<file path="config.mk">
export PLATFORM = sky130hd
export DESIGN_NAME = score_table_responder_flat
export DESIGN_NICKNAME = d
export VERILOG_FILES = /design/src/rtl/score_table_responder_if.sv /design/src/rtl/score_table_responder.sv /design/src/flat_wrapper.sv
export SDC_FILE = /design/constraint.sdc
export NUM_CORES = 1
export LEC_CHECK = 0
export ABC_AREA = 1
export BUFFER_PORTS_ARGS = -buffer_cell sky130_fd_sc_hd__buf_2
export CAP_MARGIN = 10
export CORE_MARGIN = 5
export CORE_UTILIZATION = 58
export DETAILED_ROUTE_END_ITERATION = 10
export GPL_TIMING_DRIVEN = 0
export PLACE_DENSITY = 0.84
export SYNTH_ARGS = -nofsm -noshare
export SYNTH_HDL_FRONTEND = slang
export SYNTH_SLANG_ARGS = --single-unit
</file>
<file path="constraint.sdc">
create_clock -name iVGA_CLK -period 2.9 [get_ports iVGA_CLK]
set_input_delay 0 -clock iVGA_CLK [delete_from_list [all_inputs] [get_ports iVGA_CLK]]
set_output_delay 0 -clock iVGA_CLK [all_outputs]
set_load 0.02 [all_outputs]
</file>
<file path="src/rtl/score_table_responder_if.sv">
// Score hand-off bus between the game controller (master) and the
// high-score table responder (slave); state_dbg exposes the responder FSM.
interface score_table_responder_if #(
    parameter int SCORE_W = 32,
    parameter int ACK_W   = 32
);
    // Four-phase handshake: the master holds NEW_SCORE_EN=1 with a nonzero
    // NEW_SCORE; the slave raises ACK[0] once the score is in the table and
    // drops it on the first edge where the master has withdrawn the offer
    // (EN=0 or score=0). A new offer is only taken after ACK[0] is low again.
    logic [SCORE_W-1:0] NEW_SCORE;
    logic               NEW_SCORE_EN;
    logic               clr;
    logic [SCORE_W-1:0] first;
    logic [SCORE_W-1:0] second;
    logic [SCORE_W-1:0] third;
    logic [SCORE_W-1:0] fourth;
    logic [SCORE_W-1:0] fifth;
    logic [ACK_W-1:0]   ACK;
    logic               busy;
    logic [2:0]         rank;
    logic [1:0]         state_dbg;

    modport master (
        output NEW_SCORE, NEW_SCORE_EN, clr,
        input  first, second, third, fourth, fifth, ACK, busy, rank, state_dbg
    );

    modport slave (
        input  NEW_SCORE, NEW_SCORE_EN, clr,
        output first, second, third, fourth, fifth, ACK, busy, rank, state_dbg
    );
endinterface

</file>
<file path="src/rtl/score_table_responder.sv">
// Top-5 high-score table with fixed-latency sequential insertion sort and a
// four-phase ACK handshake. Optional macro: SCORE_TABLE_DEDUP_EN (skip duplicates).
module score_table_responder #(
    parameter int SCORE_W = 32,
    parameter int ACK_W   = 32
) (
    input  logic                    iVGA_CLK,
    input  logic                    iRST_n,
    score_table_responder_if.slave  bus
);
    typedef enum logic [1:0] {
        IDLE     = 2'd0,
        INSERT   = 2'd1,
        ACK_HOLD = 2'd2
    } state_t;

    state_t             r_state;
    state_t             w_state_nxt;
    logic [SCORE_W-1:0] r_entry [5];
    logic [SCORE_W-1:0] w_entry_nxt [5];
    logic [SCORE_W-1:0] r_cand;
    logic [SCORE_W-1:0] w_cand_nxt;
    logic [2:0]         r_idx;
    logic [2:0]         w_idx_nxt;
    logic [2:0]         r_rank;
    logic [2:0]         w_rank_nxt;
    logic               r_ack;
    logic               r_busy;
    logic               w_offer;
    logic               w_release;

    assign w_offer   = bus.NEW_SCORE_EN && (bus.NEW_SCORE != '0);
    assign w_release = !w_offer;

`ifdef SCORE_TABLE_DEDUP_EN
    logic w_dup;
    always_comb begin
        w_dup = 1'b0;
        for (int i = 0; i < 5; i++) begin
            if (r_entry[i] == r_cand) w_dup = 1'b1;
        end
    end
`endif

    always_comb begin
        w_state_nxt = r_state;
        w_cand_nxt  = r_cand;
        w_idx_nxt   = r_idx;
        w_rank_nxt  = r_rank;
        for (int i = 0; i < 5; i++) w_entry_nxt[i] = r_entry[i];

        case (r_state)
            IDLE: begin
                if (bus.clr) begin
                    for (int i = 0; i < 5; i++) w_entry_nxt[i] = '0;
                    w_rank_nxt = 3'd0;
                end else if (w_offer) begin
                    w_cand_nxt  = bus.NEW_SCORE;
                    w_idx_nxt   = 3'd0;
                    w_rank_nxt  = 3'd0;
                    w_state_nxt = INSERT;
                end
            end
            INSERT: begin
`ifdef SCORE_TABLE_DEDUP_EN
                if ((r_idx == 3'd0) && w_dup) begin
                    w_rank_nxt  = 3'd0;
                    w_state_nxt = ACK_HOLD;
                end else
`endif
                begin
                    // rank is still 0 until the first swap, so it marks the landing slot
                    for (int i = 0; i < 5; i++) begin
                        if ((r_idx == 3'(i)) && (r_cand > r_entry[i])) begin
                            w_entry_nxt[i] = r_cand;
                            w_cand_nxt     = r_entry[i];
                            if (r_rank == 3'd0) w_rank_nxt = 3'(i + 1);
                        end
                    end
                    if (r_idx == 3'd4) w_state_nxt = ACK_HOLD;
                    else               w_idx_nxt   = r_idx + 3'd1;
                end
            end
            ACK_HOLD: begin
                if (w_release) w_state_nxt = IDLE;
            end
            default: w_state_nxt = IDLE;
        endcase
    end

    always_ff @(posedge iVGA_CLK or negedge iRST_n) begin
        if (!iRST_n) begin
            r_state <= IDLE;
            r_cand  <= '0;
            r_idx   <= 3'd0;
            r_rank  <= 3'd0;
            r_ack   <= 1'b0;
            r_busy  <= 1'b0;
            for (int i = 0; i < 5; i++) r_entry[i] <= '0;
        end else begin
            r_state <= w_state_nxt;
            r_cand  <= w_cand_nxt;
            r_idx   <= w_idx_nxt;
            r_rank  <= w_rank_nxt;
            r_ack   <= (w_state_nxt == ACK_HOLD);
            r_busy  <= (w_state_nxt != IDLE);
            for (int i = 0; i < 5; i++) r_entry[i] <= w_entry_nxt[i];
        end
    end

    assign bus.first     = r_entry[0];
    assign bus.second    = r_entry[1];
    assign bus.third     = r_entry[2];
    assign bus.fourth    = r_entry[3];
    assign bus.fifth     = r_entry[4];
    assign bus.ACK       = {{(ACK_W-1){1'b0}}, r_ack};
    assign bus.busy      = r_busy;
    assign bus.rank      = r_rank;
    assign bus.state_dbg = r_state;
endmodule

</file>
<file path="src/flat_wrapper.sv">
// flat-port wrapper written by rule: the top's interface ports become plain ports
module score_table_responder_flat 
#(
    parameter int SCORE_W = 32,
    parameter int ACK_W   = 32
)
  (iVGA_CLK, iRST_n, bus_NEW_SCORE, bus_NEW_SCORE_EN, bus_clr, bus_first, bus_second, bus_third, bus_fourth, bus_fifth, bus_ACK, bus_busy, bus_rank, bus_state_dbg);
  score_table_responder_if #(.SCORE_W(SCORE_W), .ACK_W(ACK_W)) bus_i ();
  input  logic iVGA_CLK;
  input  logic iRST_n;
  input wire logic [$bits(bus_i.NEW_SCORE)-1:0] bus_NEW_SCORE;
  input wire logic [$bits(bus_i.NEW_SCORE_EN)-1:0] bus_NEW_SCORE_EN;
  input wire logic [$bits(bus_i.clr)-1:0] bus_clr;
  output wire logic [$bits(bus_i.first)-1:0] bus_first;
  output wire logic [$bits(bus_i.second)-1:0] bus_second;
  output wire logic [$bits(bus_i.third)-1:0] bus_third;
  output wire logic [$bits(bus_i.fourth)-1:0] bus_fourth;
  output wire logic [$bits(bus_i.fifth)-1:0] bus_fifth;
  output wire logic [$bits(bus_i.ACK)-1:0] bus_ACK;
  output wire logic [$bits(bus_i.busy)-1:0] bus_busy;
  output wire logic [$bits(bus_i.rank)-1:0] bus_rank;
  output wire logic [$bits(bus_i.state_dbg)-1:0] bus_state_dbg;
  assign bus_i.NEW_SCORE = bus_NEW_SCORE;
  assign bus_i.NEW_SCORE_EN = bus_NEW_SCORE_EN;
  assign bus_i.clr = bus_clr;
  assign bus_first = bus_i.first;
  assign bus_second = bus_i.second;
  assign bus_third = bus_i.third;
  assign bus_fourth = bus_i.fourth;
  assign bus_fifth = bus_i.fifth;
  assign bus_ACK = bus_i.ACK;
  assign bus_busy = bus_i.busy;
  assign bus_rank = bus_i.rank;
  assign bus_state_dbg = bus_i.state_dbg;
  score_table_responder #(.SCORE_W(SCORE_W), .ACK_W(ACK_W)) u_core (.iVGA_CLK(iVGA_CLK), .iRST_n(iRST_n), .bus(bus_i));
endmodule
</file>
======== Word level (Yosys, flattened, before mapping) ========
Index checks and enable logic that the tools add are counted.
Widths: inputs -> output; s select.
word-level totals
  register bits ........................... 202
  input port bits ......................... 36
  output and inout bits ................... 198
  logic and storage cells ................. 92
operators by class
  add/sub/neg operators ................... 1
  magnitude comparators ................... 5
  eq/ne operators ......................... 18
  muxes and demuxes ....................... 37
  reduce and logical (&&, ||, !) cells .... 20
operators by type and width
  cell                 number
  $mux 32              12
  $pmux 160 s2         1
  $gt 32x32->1         5
  $mux 160             1
  $pmux 32 s2          1
  $mux 3               15
  $reduce_bool 32->1   1
  $reduce_and 3->1     5
  $ne 2x1->1 const B   6
  $pmux 3 s2           2
  $mux 2               4
  $reduce_and 4->1     2
  $eq 3x2->1 const B   2
  $logic_and 1x1->1    6
  $logic_not 3->1      2
  $ne 2x2->1 const B   3
  $ne 6x1->1 const B   1
  $pmux 2 s3           1
  $eq 2x2->1 const B   2
  $reduce_bool 2->1    2
  $add 3x1->3 const B  1
  $eq 3x1->1 const B   1
  $eq 3x3->1 const B   1
  $ne 3x2->1 const B   1
  other kinds (3)      3

======== Depth between registers and ports, before layout ========
  depth after elaboration ................. 13
  depth in mapped cells ................... 22
  depth with buffers taken out ............ 21

======== Least setup slack after synthesis ========
No wires, ideal clock.
  path kind ............................... flip-flop to flip-flop
  start ................................... register u_core.r_entry (netlist bit u_core.bus.third[29])
  end ..................................... register u_core.r_cand[23]
  library setup time ...................... 0.116 ns
  arrival time ............................ 2.157 ns
  data required time ...................... 2.784 ns
  setup slack ............................. 0.627 ns
  stages on the path, launching flop included .. 16
  buffers on the path ..................... 1
  period minus slack after synthesis ...... 2.273 ns
  cell sequence ........................... dfrtp_1 > inv_1 > ha_1 > a21oi_1 > nor2_1 > nor3_1 > nand2_1 > a21oi_1 > nand2_2 > nand2_4 > clkbuf_1 > nand3_1 > nand2_1 > nand2_1 > nand2_1 > nand2_1
between the ends
  longest elaborated chain between the ends .. 6
  elaborated cells between the ends (all ways) .. 8
  classes of those cells .................. order compare: 1; eq/ne: 1; mux: 4; reduce/logical: 2
ends and longest elaborated chain
  item                   RTL line                      source
  from (decl)            score_table_responder.sv:19   logic [SCORE_W-1:0] r_entry [5];
  $gt 32x32->1 *         score_table_responder.sv:74   if ((r_idx == 3'(i)) && (r_cand > r_entry[i])) begin
  $logic_and 1x1->1 *    score_table_responder.sv:74
  $mux 32 (3 in series)  score_table_responder.sv:74
  $pmux 32 s2            score_table_responder.sv:52   case (r_state)
  to (signal assigned)   score_table_responder.sv:102  r_cand <= w_cand_nxt;
  to (decl)              score_table_responder.sv:21   logic [SCORE_W-1:0] r_cand;
Every way passes the cells marked *; elsewhere a longest branch is shown, timed or not.
A chain may end at the register's enable or synchronous reset.

======== Worst setup path after layout ========
  start ................................... register u_core.r_cand[24]
  end ..................................... register u_core.r_cand[28]
between the ends
  longest elaborated chain between the ends .. 7
  elaborated cells between the ends (all ways) .. 17
  classes of those cells .................. order compare: 5; eq/ne: 1; mux: 5; reduce/logical: 6
ends and longest elaborated chain
  item                   RTL line
  $gt 32x32->1           score_table_responder.sv:74
  $logic_and 1x1->1      score_table_responder.sv:74
  $mux 32 (4 in series)  score_table_responder.sv:74
  $pmux 32 s2            score_table_responder.sv:52
Parallel ways exist; a longest one is shown, timed or not.

==> metrics.txt <==
status complete, no violations; average wire per standard cell 19.2 um; Top-Level Pins 234; global-route met1 utilization 47.2%; most common cell after layout, fill and taps aside sky130_fd_sc_hd__nand2_1; largest clock skew in the final design 0.0112 ns; fraction of final layout cells with drive strength greater than 1 16.9%; Yosys top cell area share 35.4%; antenna viol nets, final 0; synthesized flop and latch total 202; via count of the first global-routing pass 14300; detailed-route DRC error count 0; number of cell rows 57; number of max-slew violations in the final report 0; cell chain of the critical path ha_1, nand4_1, nor3_4, nand3_2, inv_1, nand2_1, nand2_4, nand2_4, nand2_2, inv_2, nand2_2, nand2_8, buf_8, nor2_1, nand2_1, nand2_1; post-route standard cell area excluding fillers 17400 um2; initial antenna violation count 0; signal arrival time at the worst endpoint 3.31 ns; length of the first detailed-routing pass in iterations 6; instance count on the critical path 16; number of vias per cell 5.61; area growth from synthesis to final layout 21.5%; Synth Area per Inst 7.04 um2; number of warnings reported in the yosys synthesis log 0; clock tree root driver cell sky130_fd_sc_hd__clkbuf_16; Distinct cells, synth 33; gate family responsible for the most delay along the worst path simple AND/OR/NAND/NOR gates; slowest stage cell on the critical path sky130_fd_sc_hd__dfrtp_1; Worst Tran Pin Value 0.779 ns; top area cells in the synthesized netlist sky130_fd_sc_hd__dfrtp_1 35%, sky130_fd_sc_hd__nand2_1 16%, sky130_fd_sc_hd__ha_1 14%; Chip Width 167 um; met3 Usage GRT 6.73%; number of sinks driven by the clock tree 202; TritonCTS clock tree built; total number of vias 15100; first-pass GRT wire length 79000 um; Relative slew margins 48.1%; sequential cell area fraction in the yosys report 35.4%; maxcap violations 0; Post-layout nets 2544; final worst slack 0.0499 ns; Final Cycle Share 98.3%; Max clock buf depth 3; Reg2Reg Depth 16; post-synthesis instance area 14300 um2; cells after synthesis 2029; biggest area consumer among synthesized cells sky130_fd_sc_hd__dfrtp_1; final hold violations 0; Core Area 24300 um2; number of buffers created by CTS 24; met2 demand-to-capacity share in global routing 57.2%; maximum fanout encountered on the critical timing path 10; clock latency of the later-clocked register in the worst-skew pair 0.53 ns; number of instances in the placed design 2586; diodes inserted 0; top achievable clock speed 0.351 GHz; most repeated library cell on the critical path sky130_fd_sc_hd__nand2_1; GPL Wtd Cong 0.986; number of DRC violations after detailed-routing iteration 0 1785; hold crit path type in2async; path type of the worst setup path reg2reg; required time worst endpoint 3.36 ns; buffers added on ports 202; minimum period implied by the final worst setup slack 2.85 ns; leakage dissipation 9.57 nW; power density over the cells 1420 nW/um2; number of cells in the finished layout apart from fillers 2684; Starting Density 58.8%; cell area after placement 15900 um2; most crowded layer after global routing met2; total routed wirelength 51600 um; Critical path buffers and inverters 3; overflow left after global routing 0; maximum vdd ir drop 0.783 mV; launching element type of the critical path flop; Die Y-Extent 167 um; DP HPWL 37700 um; maximum number of pins on one net before global-route repair 121; longest individual stage delay on the worst path 0.50 ns; H-Tree Level Count 1; combined global-route utilization of all metal layers 35.6%; Power, Total 24.6 mW; highest-count cells in the layout ignoring fill and taps 608 x sky130_fd_sc_hd__nand2_1, 294 x sky130_fd_sc_hd__inv_1, 219 x sky130_fd_sc_hd__buf_2; final hold slack 0.0528 ns; Setup-failing EPs final 0; clock slew at reported path FFs 0.06 ns; worst-case setup slack after placement -0.462 ns; endpoint class of the critical path flop; Die Area 27900 um2
[stage by stage]
stage | TNS [ns] | util (%)
final | 0 | 71.4
after global routing | -0.0602 | 71.4
after CTS | 0 | 70.6
after detailed placement | -22.77 | 65.2
after global placement | -339.12 | 65.0
after floorplan | 0 | -
[final cells by class]
cell class | instances | area (um2)
plain buffers | 102 | 672
clock buffers | 38 | 734
clock inverters | 5 | 55.1
fillers | 1981 | 6950
inverters | 299 | 1120
multi-input cells | 1454 | 7730
flip-flops and latches | 202 | 5070
well taps | 324 | 405
repair buffers | 260 | 1580
[synthesized netlist by cell type (all sizes together)]
cell type and count:
nor2 185, nor3b 1, nand4 11, a31oi 3, a21oi 89, o21ai 216, conb 1, buf 77
o21bai 1, clkbuf 28, nor3 6, ha 165, or2 1, mux2 1, nand3 112, dfrtp 202
o21a 7, nand2 617, nor4 1, a21o 4, inv 299, a21boi 1, and3b 1
[power by group]
part           total (mW)  internal [mW]  switching (mW)
logic                16.1           5.23            10.9
registers            5.39           4.05            1.34
clock network        3.07           1.82            1.26
[cell families after synthesis]
| group | share of synthesized area, % |
|---|---|
| fa+ha+maj | 14.4 |
| simple gates | 26.2 |
| mux | 0.0788 |
| compound gates | 11.9 |
| flops | 35.4 |
| buf+inv | 12.0 |
| other cells | 0.0262 |
[layer usage]
| metal | up-vias | routed length, um |
|---|---|---|
| met1 | 6880 | 19500 |
| met5 | - | 0 |
| li1 | 6986 | - |
| met4 | 0 | 2540 |
| met2 | 1000 | 23600 |
| met3 | 186 | 5890 |
[worst register-to-register path, cell delays in order (launching register included)]
cell and delay, ns:
sky130_fd_sc_hd__dfrtp_1 0.50, sky130_fd_sc_hd__ha_1 0.34, sky130_fd_sc_hd__nand4_1 0.18, sky130_fd_sc_hd__nor3_4 0.33, sky130_fd_sc_hd__nand3_2 0.17, sky130_fd_sc_hd__inv_1 0.10
sky130_fd_sc_hd__nand2_1 0.08, sky130_fd_sc_hd__nand2_4 0.13, sky130_fd_sc_hd__nand2_4 0.13, sky130_fd_sc_hd__nand2_2 0.14, sky130_fd_sc_hd__inv_2 0.04, sky130_fd_sc_hd__nand2_2 0.10
sky130_fd_sc_hd__nand2_8 0.10, sky130_fd_sc_hd__buf_8 0.17, sky130_fd_sc_hd__nor2_1 0.13, sky130_fd_sc_hd__nand2_1 0.08, sky130_fd_sc_hd__nand2_1 0.06
[sequential cells by signal, summed over array words and instances, names as in the netlist, 3 cells and up]
name               flops
u_core.bus.fifth      32
u_core.bus.second     32
u_core.bus.fourth     32
u_core.bus.first      32
u_core.r_cand         32
u_core.bus.third      32
u_core.r_idx           3
u_core.bus.rank        3
[final timing paths]
path	from	end	slack, ns
max in group asynchronous	iRST_n	u_core.r_cand[22]	1.71
max	u_core.r_cand[24]	u_core.r_cand[28]	0.05
min in group iVGA_CLK	bus_NEW_SCORE[10]	u_core.r_cand[10]	0.37
min reg2reg	u_core.r_cand[0]	u_core.r_cand[0]	0.51
min	iRST_n	u_core.bus.fifth[9]	0.05
max reg2reg	u_core.r_cand[24]	u_core.r_cand[28]	0.05
[what timing repair did]
item / CTS / global route
hold endpoints to repair: 119 / 0
cloned: 0 / 1
endpoints found under the setup margin: 150 / 194
resized for setup: 25 / 63
hold buffers: 36 / 0
buffers inserted: 10 / 11
pin swaps: 2 / 11
Power figures use the tool's default switching activity.
